==> src/rtl/flash_pkg.sv <==
// flash_pkg: shared mode encoding and counter width helper for the flash controller
package flash_pkg;
    typedef enum logic [1:0] {
        MODE_OFF  = 2'd0,
        MODE_ON   = 2'd1,
        MODE_SLOW = 2'd2,
        MODE_FAST = 2'd3
    } mode_e;

    function automatic int cw(input int v);
        return (v <= 1) ? 1 : $clog2(v);
    endfunction
endpackage

==> src/rtl/flash_debounce.sv <==
// flash_debounce: two-flop synchronizer, stability counter and one-cycle rising press pulse
module flash_debounce
    import flash_pkg::*;
#(
    parameter int DEB_CYCLES = 625000
) (
    input  logic clk,
    input  logic rst,
    input  logic sw,
    output logic stable,
    output logic press
);
    localparam int W = cw(DEB_CYCLES);
    localparam logic [W-1:0] CNT_MAX = W'(DEB_CYCLES - 1);

    logic s1_q, s2_q, stable_q, stable_d, prev_q, diff;
    logic [W-1:0] cnt_q, cnt_d;

    always_comb begin
        diff = s2_q != stable_q;
        cnt_d = (diff && cnt_q != CNT_MAX) ? cnt_q + 1'b1 : '0;
        stable_d = (diff && cnt_q == CNT_MAX) ? s2_q : stable_q;
    end

    always_ff @(posedge clk) begin
        if (rst) begin
            s1_q <= 1'b0;
            s2_q <= 1'b0;
            stable_q <= 1'b0;
            prev_q <= 1'b0;
            cnt_q <= '0;
        end else begin
            s1_q <= sw;
            s2_q <= s1_q;
            stable_q <= stable_d;
            prev_q <= stable_q;
            cnt_q <= cnt_d;
        end
    end

    assign stable = stable_q;
    assign press = stable_q & ~prev_q;
endmodule

==> src/rtl/flash_ctrl.sv <==
// flash_ctrl: press-driven OFF/ON/SLOW/FAST mode sequencer with prescaled LED blink
module flash_ctrl
    import flash_pkg::*;
#(
    parameter int DEB_CYCLES  = 625000,
    parameter int TICK_CYCLES = 62500,
    parameter int SLOW_TICKS  = 40,
    parameter int FAST_TICKS  = 8
) (
    input  logic       clk,
    input  logic       rst,
    input  logic       sw,
    output logic       ld,
    output logic [1:0] mode
);
    localparam int PW = cw(TICK_CYCLES);
    localparam int TW = cw(SLOW_TICKS > FAST_TICKS ? SLOW_TICKS : FAST_TICKS);
    localparam logic [PW-1:0] PRE_MAX = PW'(TICK_CYCLES - 1);
    localparam logic [TW-1:0] SLOW_MAX = TW'(SLOW_TICKS - 1);
    localparam logic [TW-1:0] FAST_MAX = TW'(FAST_TICKS - 1);

    mode_e mode_q, mode_d;
    logic ld_q, ld_d;
    logic [PW-1:0] pre_q, pre_d;
    logic [TW-1:0] tcnt_q, tcnt_d;
    logic stable, press, step, blink, tick, flip;

    flash_debounce #(.DEB_CYCLES(DEB_CYCLES)) u_deb (
        .clk(clk),
        .rst(rst),
        .sw(sw),
        .stable(stable),
        .press(press)
    );

    // a press always wins over a same-cycle tick: counters restart from mode entry
    always_comb begin
        step = press & stable;
        blink = mode_q inside {MODE_SLOW, MODE_FAST};
        tick = blink && pre_q == PRE_MAX;
        flip = tick && tcnt_q == (mode_q == MODE_SLOW ? SLOW_MAX : FAST_MAX);
        mode_d = step ? mode_e'(mode_q + 2'd1) : mode_q;
        pre_d = (step || !blink || tick) ? '0 : pre_q + 1'b1;
        tcnt_d = (step || flip) ? '0 : tcnt_q + TW'(tick);
        ld_d = step ? (mode_d != MODE_OFF) : ld_q ^ flip;
    end

    always_ff @(posedge clk) begin
        if (rst) begin
            mode_q <= MODE_OFF;
            ld_q <= 1'b0;
            pre_q <= '0;
            tcnt_q <= '0;
        end else begin
            mode_q <= mode_d;
            ld_q <= ld_d;
            pre_q <= pre_d;
            tcnt_q <= tcnt_d;
        end
    end

    assign ld = ld_q;
    assign mode = mode_q;
endmodule

==> config.mk <==
export PLATFORM = sky130hd
export DESIGN_NAME = flash_ctrl
export DESIGN_NICKNAME = d
export VERILOG_FILES = /design/src/rtl/flash_pkg.sv /design/src/rtl/flash_debounce.sv /design/src/rtl/flash_ctrl.sv
export SDC_FILE = /design/constraint.sdc
export NUM_CORES = 1
export LEC_CHECK = 0
export ABC_AREA = 1
export CELL_PAD_IN_SITES_DETAIL_PLACEMENT = 0
export CELL_PAD_IN_SITES_GLOBAL_PLACEMENT = 1
export CORE_MARGIN = 2
export CORE_UTILIZATION = 48
export DETAILED_ROUTE_END_ITERATION = 6
export PLACE_DENSITY_LB_ADDON = 0.25
export SETUP_SLACK_MARGIN = 0.05
export SLEW_MARGIN = 0
export SYNTH_ARGS = -nofsm -noshare
export SYNTH_HDL_FRONTEND = slang
export SYNTH_HIERARCHICAL = 1
export SYNTH_SLANG_ARGS = --single-unit
==> constraint.sdc <==
create_clock -name clk -period 5.2 [get_ports clk]
set_clock_uncertainty 0.05 [all_clocks]
set_input_delay 0.52 -clock clk [delete_from_list [all_inputs] [get_ports clk]]
set_output_delay 0.52 -clock clk [all_outputs]
set_load 0.02 [all_outputs]
# After elaboration in Yosys (flattened, before gate mapping)
# Cells that the tools add are included.
# classes
bitwise	5
n_addsub	4
mux	3
n_eq_ne	7
reduce_logical	13
# op_table
operator	n
20-bit by 1-bit adder with 20-bit output (second input constant)	1
20-bit == test (second input constant)	1
20-bit inequality test (second input constant)	1
16-bit by 1-bit adder with 16-bit output (second input constant)	1
16-bit == test (second input constant)	1
6-bit by 1-bit adder with 6-bit output	1
6-bit == test	1
6-bit two-way mux	1
2-bit OR reduction	3
2-bit == test (second input constant)	2
1-bit logical AND	4
2-bit nonzero test	2
1-bit logical OR	3
2-bit by 1-bit adder with 2-bit output (second input constant)	1
1-bit AND	2
2-bit two-way mux	1
1-bit NOT	2
1-bit logical NOT	1
1-bit two-way mux	1
1-bit inequality test	1
1-bit bitwise XOR	1
# totals
regBits	49

# Depth between registers and ports, before layout
# logic_depth
depth_word	6
depth_mapped	11
mapped_depth_nobuf	11

# Cells and area by module
# Netlist, hierarchy kept.
# modules_own_cells
module	area_per_inst_um2	n_inst	cells_each
flash_ctrl	1248.7	1	162
flash_debounce	1154.9	1	168

# Least setup slack after synthesis
# No wires, ideal clock.
# synth_timing
path_kind	reg-to-reg
start	reg mode_q[1] (netlist: mode[1])
end	reg tcnt_q[5]
setup_slack_ps	3289
t_arrival_ps	1744
stages_incl_launch_ff	11
setup_time_ps	117
path_buffers	0
synth_period_minus_slack_ps	1911
path_cell_list	dfxtp_1 ha_1 inv_2 nand2_1 nand3_1 nor4_1 ha_1 nand3_1 nor3_1 xor2_1 nor2_1
# synth_via
elab_chain_cells	6
word_cells_on_any_way	10
classes_between	add/sub: 1; eq/ne: 3; mux: 1; reduce/logical: 5
# synth_rtl
item	line_no	text
start, declared	flash_ctrl.sv:22	mode_e mode_q, mode_d;
start signal, assigned	flash_ctrl.sv:55	mode_q <= mode_d;
branches (longest 6 deep; another with 6-bit by 1-bit adder with 6-bit output)	n/a	
end signal, assigned	flash_ctrl.sv:58	tcnt_q <= tcnt_d;
end, declared	flash_ctrl.sv:25	logic [TW-1:0] tcnt_q, tcnt_d;
# Parallel ways; which one is timed is not known.
# A chain may end at the register's enable or synchronous reset.

# Final worst setup path
# layout_timing
start	reg pre_q[0]
end	reg tcnt_q[5]
# layout_via
elab_chain_cells	5
word_cells_on_any_way	6
classes_between	add/sub: 1; eq/ne: 1; reduce/logical: 4
# layout_rtl
item	line_no	text
start, declared	flash_ctrl.sv:24	logic [PW-1:0] pre_q, pre_d;
start signal, assigned	flash_ctrl.sv:57	pre_q <= pre_d;
16-bit == test *	flash_ctrl.sv:40	tick = blink && pre_q == PRE_MAX;
1-bit logical AND *	flash_ctrl.sv:40	
branches (longest 3 deep; another with 6-bit by 1-bit adder with 6-bit output)	n/a	
# Mark *: on every way between the ends.

==> impl_metrics.json <==
{
  "filler_cell_count": 485,
  "yosysUniqueCellTypes": 30,
  "cts.hold.buffers_added": 0,
  "maxCapViolations": 0,
  "r2r_start": "pre_q[0]$_SDFF_PP0_",
  "port_buffers": 5,
  "die_w_um": 74.8,
  "die-height_um": 74.8,
  "final_max_slew_viol_count": 0,
  "ys_dominant_reg_cell": "sky130_fd_sc_hd__dfxtp_1",
  "reg_to_reg_setup_timing_slack_ps": 3220,
  "clk-insertion-delay-late_ps": 300,
  "seqCellArea_um2": 981,
  "synthMostInstantiatedCell": "sky130_fd_sc_hd__nor2_1",
  "worst-endpoint-required_ps": 5350,
  "async_set_reset_flop_share_out_of_synthesis_pct": 0,
  "seq_area_frac_synth_pct": 40.8,
  "synth_top_area_cell": "sky130_fd_sc_hd__dfxtp_1",
  "die_area_um2": 5590,
  "setup-tns-final_ps": 0,
  "finalHoldViolations": 0,
  "path_clk_slew_ps": 90,
  "startpoint_type": "flip-flop",
  "routed_wl_mm": 4.31,
  "dr.pass1.iters": 4,
  "cts_post_setup_buffers_inserted": 0,
  "setup_repair_after_global_routing_missed_its_margin": "no",
  "grt_overflow": 0,
  "clk_path_buf_depth": 2,
  "average_routed_wire_per_standard_cell_um": 10.6,
  "crit_type": "flip-flop to flip-flop",
  "final_net_count": 349,
  "yosys_register_bits": 49,
  "min_period_over_period_pct": 38.1,
  "share_of_the_synthesized_area_in_compound_gates_ao_oa_aoi_oai_pct": 6.92,
  "static-leakage-power_nw": 0.868,
  "yosys-top-cells-area": "sky130_fd_sc_hd__dfxtp_1, sky130_fd_sc_hd__nor2_1, sky130_fd_sc_hd__nand2_1",
  "antenna_violations_before_repair": 0,
  "syn-cell-area_um2": 2400,
  "max-slew-margin-rel_pct": 76.9,
  "detail_placement_hpwl_mm": 3.27,
  "worstHoldPathType": "flip-flop to flip-flop",
  "synth_nets": 339,
  "cts_sinks": 49,
  "power_per_cell_area_nw_per_um2": 240,
  "drt.antenna.violating_nets": 0,
  "routed_via_density": 4.78,
  "worst_pin_slew_ps": 347,
  "detail_route.drc_violations": 0,
  "grt_max_degree": 20,
  "crit_fanout": 3,
  "synthCells": 330,
  "dominant_combinational_cell_family_by_area_after_synthesis": "simple AND/OR/NAND/NOR gates",
  "synthXorXnorAreaFrac_pct": 5.47,
  "floorplan.rows": 25,
  "post-synth-top-area-fraction_pct": 40.8,
  "min_to": "u_deb/s2_q$_SDFF_PP0_",
  "cp_capture_type": "flip-flop",
  "cp_data_arrival_time_ps": 2130,
  "worst_hold_path_stage_count": 2,
  "floorplan.initialDensity_pct": 50.2,
  "antennaDiodeCount": 0,
  "area_growth_syn_to_layout_pct": 8.85,
  "multi_input_comb_area_um2": 1250,
  "netlist_top_cells_count": "sky130_fd_sc_hd__nor2_1, sky130_fd_sc_hd__nand2_1, sky130_fd_sc_hd__dfxtp_1",
  "worst_ir_drop_vdd_uv": 124,
  "run_status": "finished, final reports clean",
  "grt_first_pass_wirelength_mm": 7.67,
  "first_iter_violations": 130,
  "worstReg2RegEnd": "tcnt_q[5]$_SDFF_PP0_",
  "via_count_of_the_first_global_routing_pass": 1734,
  "post_route_cells_drive_above_1_share_pct": 8.50,
  "core_region_area_um2": 4790,
  "dpl.cell_count": 400,
  "ff2ff_path_depth": 10,
  "cts_made_buffers": 5,
  "synth-edff-count": 0,
  "finalCriticalPeriod_ps": 1980,
  "vias": 1952,
  "cts_repair_resize_count": 0,
  "finish.cell_count_without_fillers": 408,
  "final-setup-viol-count": 0,
  "syn_avg_cell_area_um2": 7.28,
  "clk_root_buffer_cell": "sky130_fd_sc_hd__clkbuf_8",
  "io-pin-count": 6,
  "clock_tree.htree_level_count": 2,
  "muxShareOfSynthArea_pct": 0,
  "tritoncts": "yes",
  "max_freq_ghz": 0.505,
  "synthesis.yosys.warnings": 6,
  "synth_simple_gate_area_share_pct": 36.4,
  "globalRouteTotalUtil_pct": 17.7,
  "synth-adder-area-share_pct": 3.12,
  "timing.hold.worst.start": "u_deb/s1_q$_SDFF_PP0_",
  "place_congestion": 0.842
}
-- critical path, cell delays in order, from the launching register on --
cell and delay, ps:
sky130_fd_sc_hd__dfxtp_1 380, sky130_fd_sc_hd__ha_1 200, sky130_fd_sc_hd__inv_1 60, sky130_fd_sc_hd__nor2_1 120, sky130_fd_sc_hd__nand3_1 100, sky130_fd_sc_hd__nor4_1 190, sky130_fd_sc_hd__ha_1 230, sky130_fd_sc_hd__nand3_1 120
sky130_fd_sc_hd__nor3_1 190, sky130_fd_sc_hd__xor2_1 180, sky130_fd_sc_hd__nor2_1 60
-- registers in the layout (all words and copies together), names as in the netlist --
signal / cells
pre_q: 16
u_deb/prev_q: 1
ld: 1
tcnt_q: 6
u_deb/cnt_q: 20
mode: 2
u_deb/s2_q: 1
u_deb/stable: 1
u_deb/s1_q: 1
-- metal layers --
| metal | up-vias | wire length, um | global-route usage, % |
|---|---|---|---|
| met4 | 0 | 58 | 5.95 |
| met5 | - | 0 | 0 |
| met2 | 7 | 1730 | 25.6 |
| li1 | 1070 | - | - |
| met1 | 868 | 2430 | 26.0 |
| met3 | 7 | 83 | 4.02 |
-- layout make-up --
type,count,area share (%)
clock buffer,7,3.68
timing repair buffer,5,1.91
multi-input combinational,239,47.7
tap,67,3.20
inverter,40,5.79
sequential,49,37.5
clock inverter,1,0.191
-- cells by family (layout without fill, tap and decap cells) --
family                   after synthesis  in the layout
AO/OA/AOI/OAI                         30             30
XOR/XNOR                              15             15
adder cells (fa/ha/maj)                6              6
buffers and inverters                 42             53
flip-flops                            49             49
AND/OR/NAND/NOR                      188            188
-- cells in the final DEF (no fill, tap or decap) --
master,synthesis,layout
sky130_fd_sc_hd__dfxtp_1,49,49
sky130_fd_sc_hd__nor3b_1,2,2
sky130_fd_sc_hd__nand4_1,7,7
sky130_fd_sc_hd__clkinv_2,1,2
sky130_fd_sc_hd__o21a_1,4,4
sky130_fd_sc_hd__nor3_4,1,1
sky130_fd_sc_hd__o31ai_1,1,1
sky130_fd_sc_hd__clkbuf_8,0,7
sky130_fd_sc_hd__nand2_4,1,1
sky130_fd_sc_hd__nand3_2,4,4
sky130_fd_sc_hd__nand4_2,1,1
sky130_fd_sc_hd__nand2_1,63,63
sky130_fd_sc_hd__a21oi_1,19,19
sky130_fd_sc_hd__inv_1,37,37
sky130_fd_sc_hd__o21ai_0,4,4
sky130_fd_sc_hd__nor2_4,3,3
sky130_fd_sc_hd__nor2_2,2,2
sky130_fd_sc_hd__nor4_1,1,1
sky130_fd_sc_hd__nand3_1,24,24
sky130_fd_sc_hd__nand2_2,4,4
sky130_fd_sc_hd__nor3_1,7,7
sky130_fd_sc_hd__nor2_1,65,65
sky130_fd_sc_hd__a21oi_2,1,1
sky130_fd_sc_hd__o21ai_1,1,1
sky130_fd_sc_hd__xnor2_1,7,7
sky130_fd_sc_hd__nand3b_2,1,1
sky130_fd_sc_hd__clkdlybuf4s50_1,0,5
sky130_fd_sc_hd__inv_2,2,2
sky130_fd_sc_hd__ha_1,6,6
sky130_fd_sc_hd__xor2_1,8,8
sky130_fd_sc_hd__or2_0,2,2
-- where the power goes --
group	internal [mW]	switching, mW	leakage (nW)
clock network	0.120	0.124	0.0542
logic	0.00235	0.00415	0.419
registers	0.376	0.000579	0.395
-- worst max-delay path by stage --
stage / start / to / depth (start not counted)
3_3_place_gp: rst / pre_q[13]$_SDFF_PP0_ / 5
6_report: pre_q[0]$_SDFF_PP0_ / tcnt_q[5]$_SDFF_PP0_ / 10
3_5_place_dp: rst / pre_q[11]$_SDFF_PP0_ / 5
4_1_cts: pre_q[0]$_SDFF_PP0_ / tcnt_q[5]$_SDFF_PP0_ / 10
5_1_grt: pre_q[0]$_SDFF_PP0_ / tcnt_q[5]$_SDFF_PP0_ / 10
2_1_floorplan: mode[1]$_SDFF_PP0_ / tcnt_q[5]$_SDFF_PP0_ / 10
-- metrics by stage --
step	hold slack [ps]	utilization, %	total power [mW]	setup slack (ps)	instance area (um^2)
finish	364	54.7	0.627	3220	2620
detailed placement	357	52.5	0.392	3050	2510
CTS	371	54.7	0.638	3180	2620
floorplan	338	-	0.389	3290	2400
global placement	353	52.5	0.392	3080	2510
global route	384	54.7	0.650	2990	2620
Power figures use the tool's default switching activity.
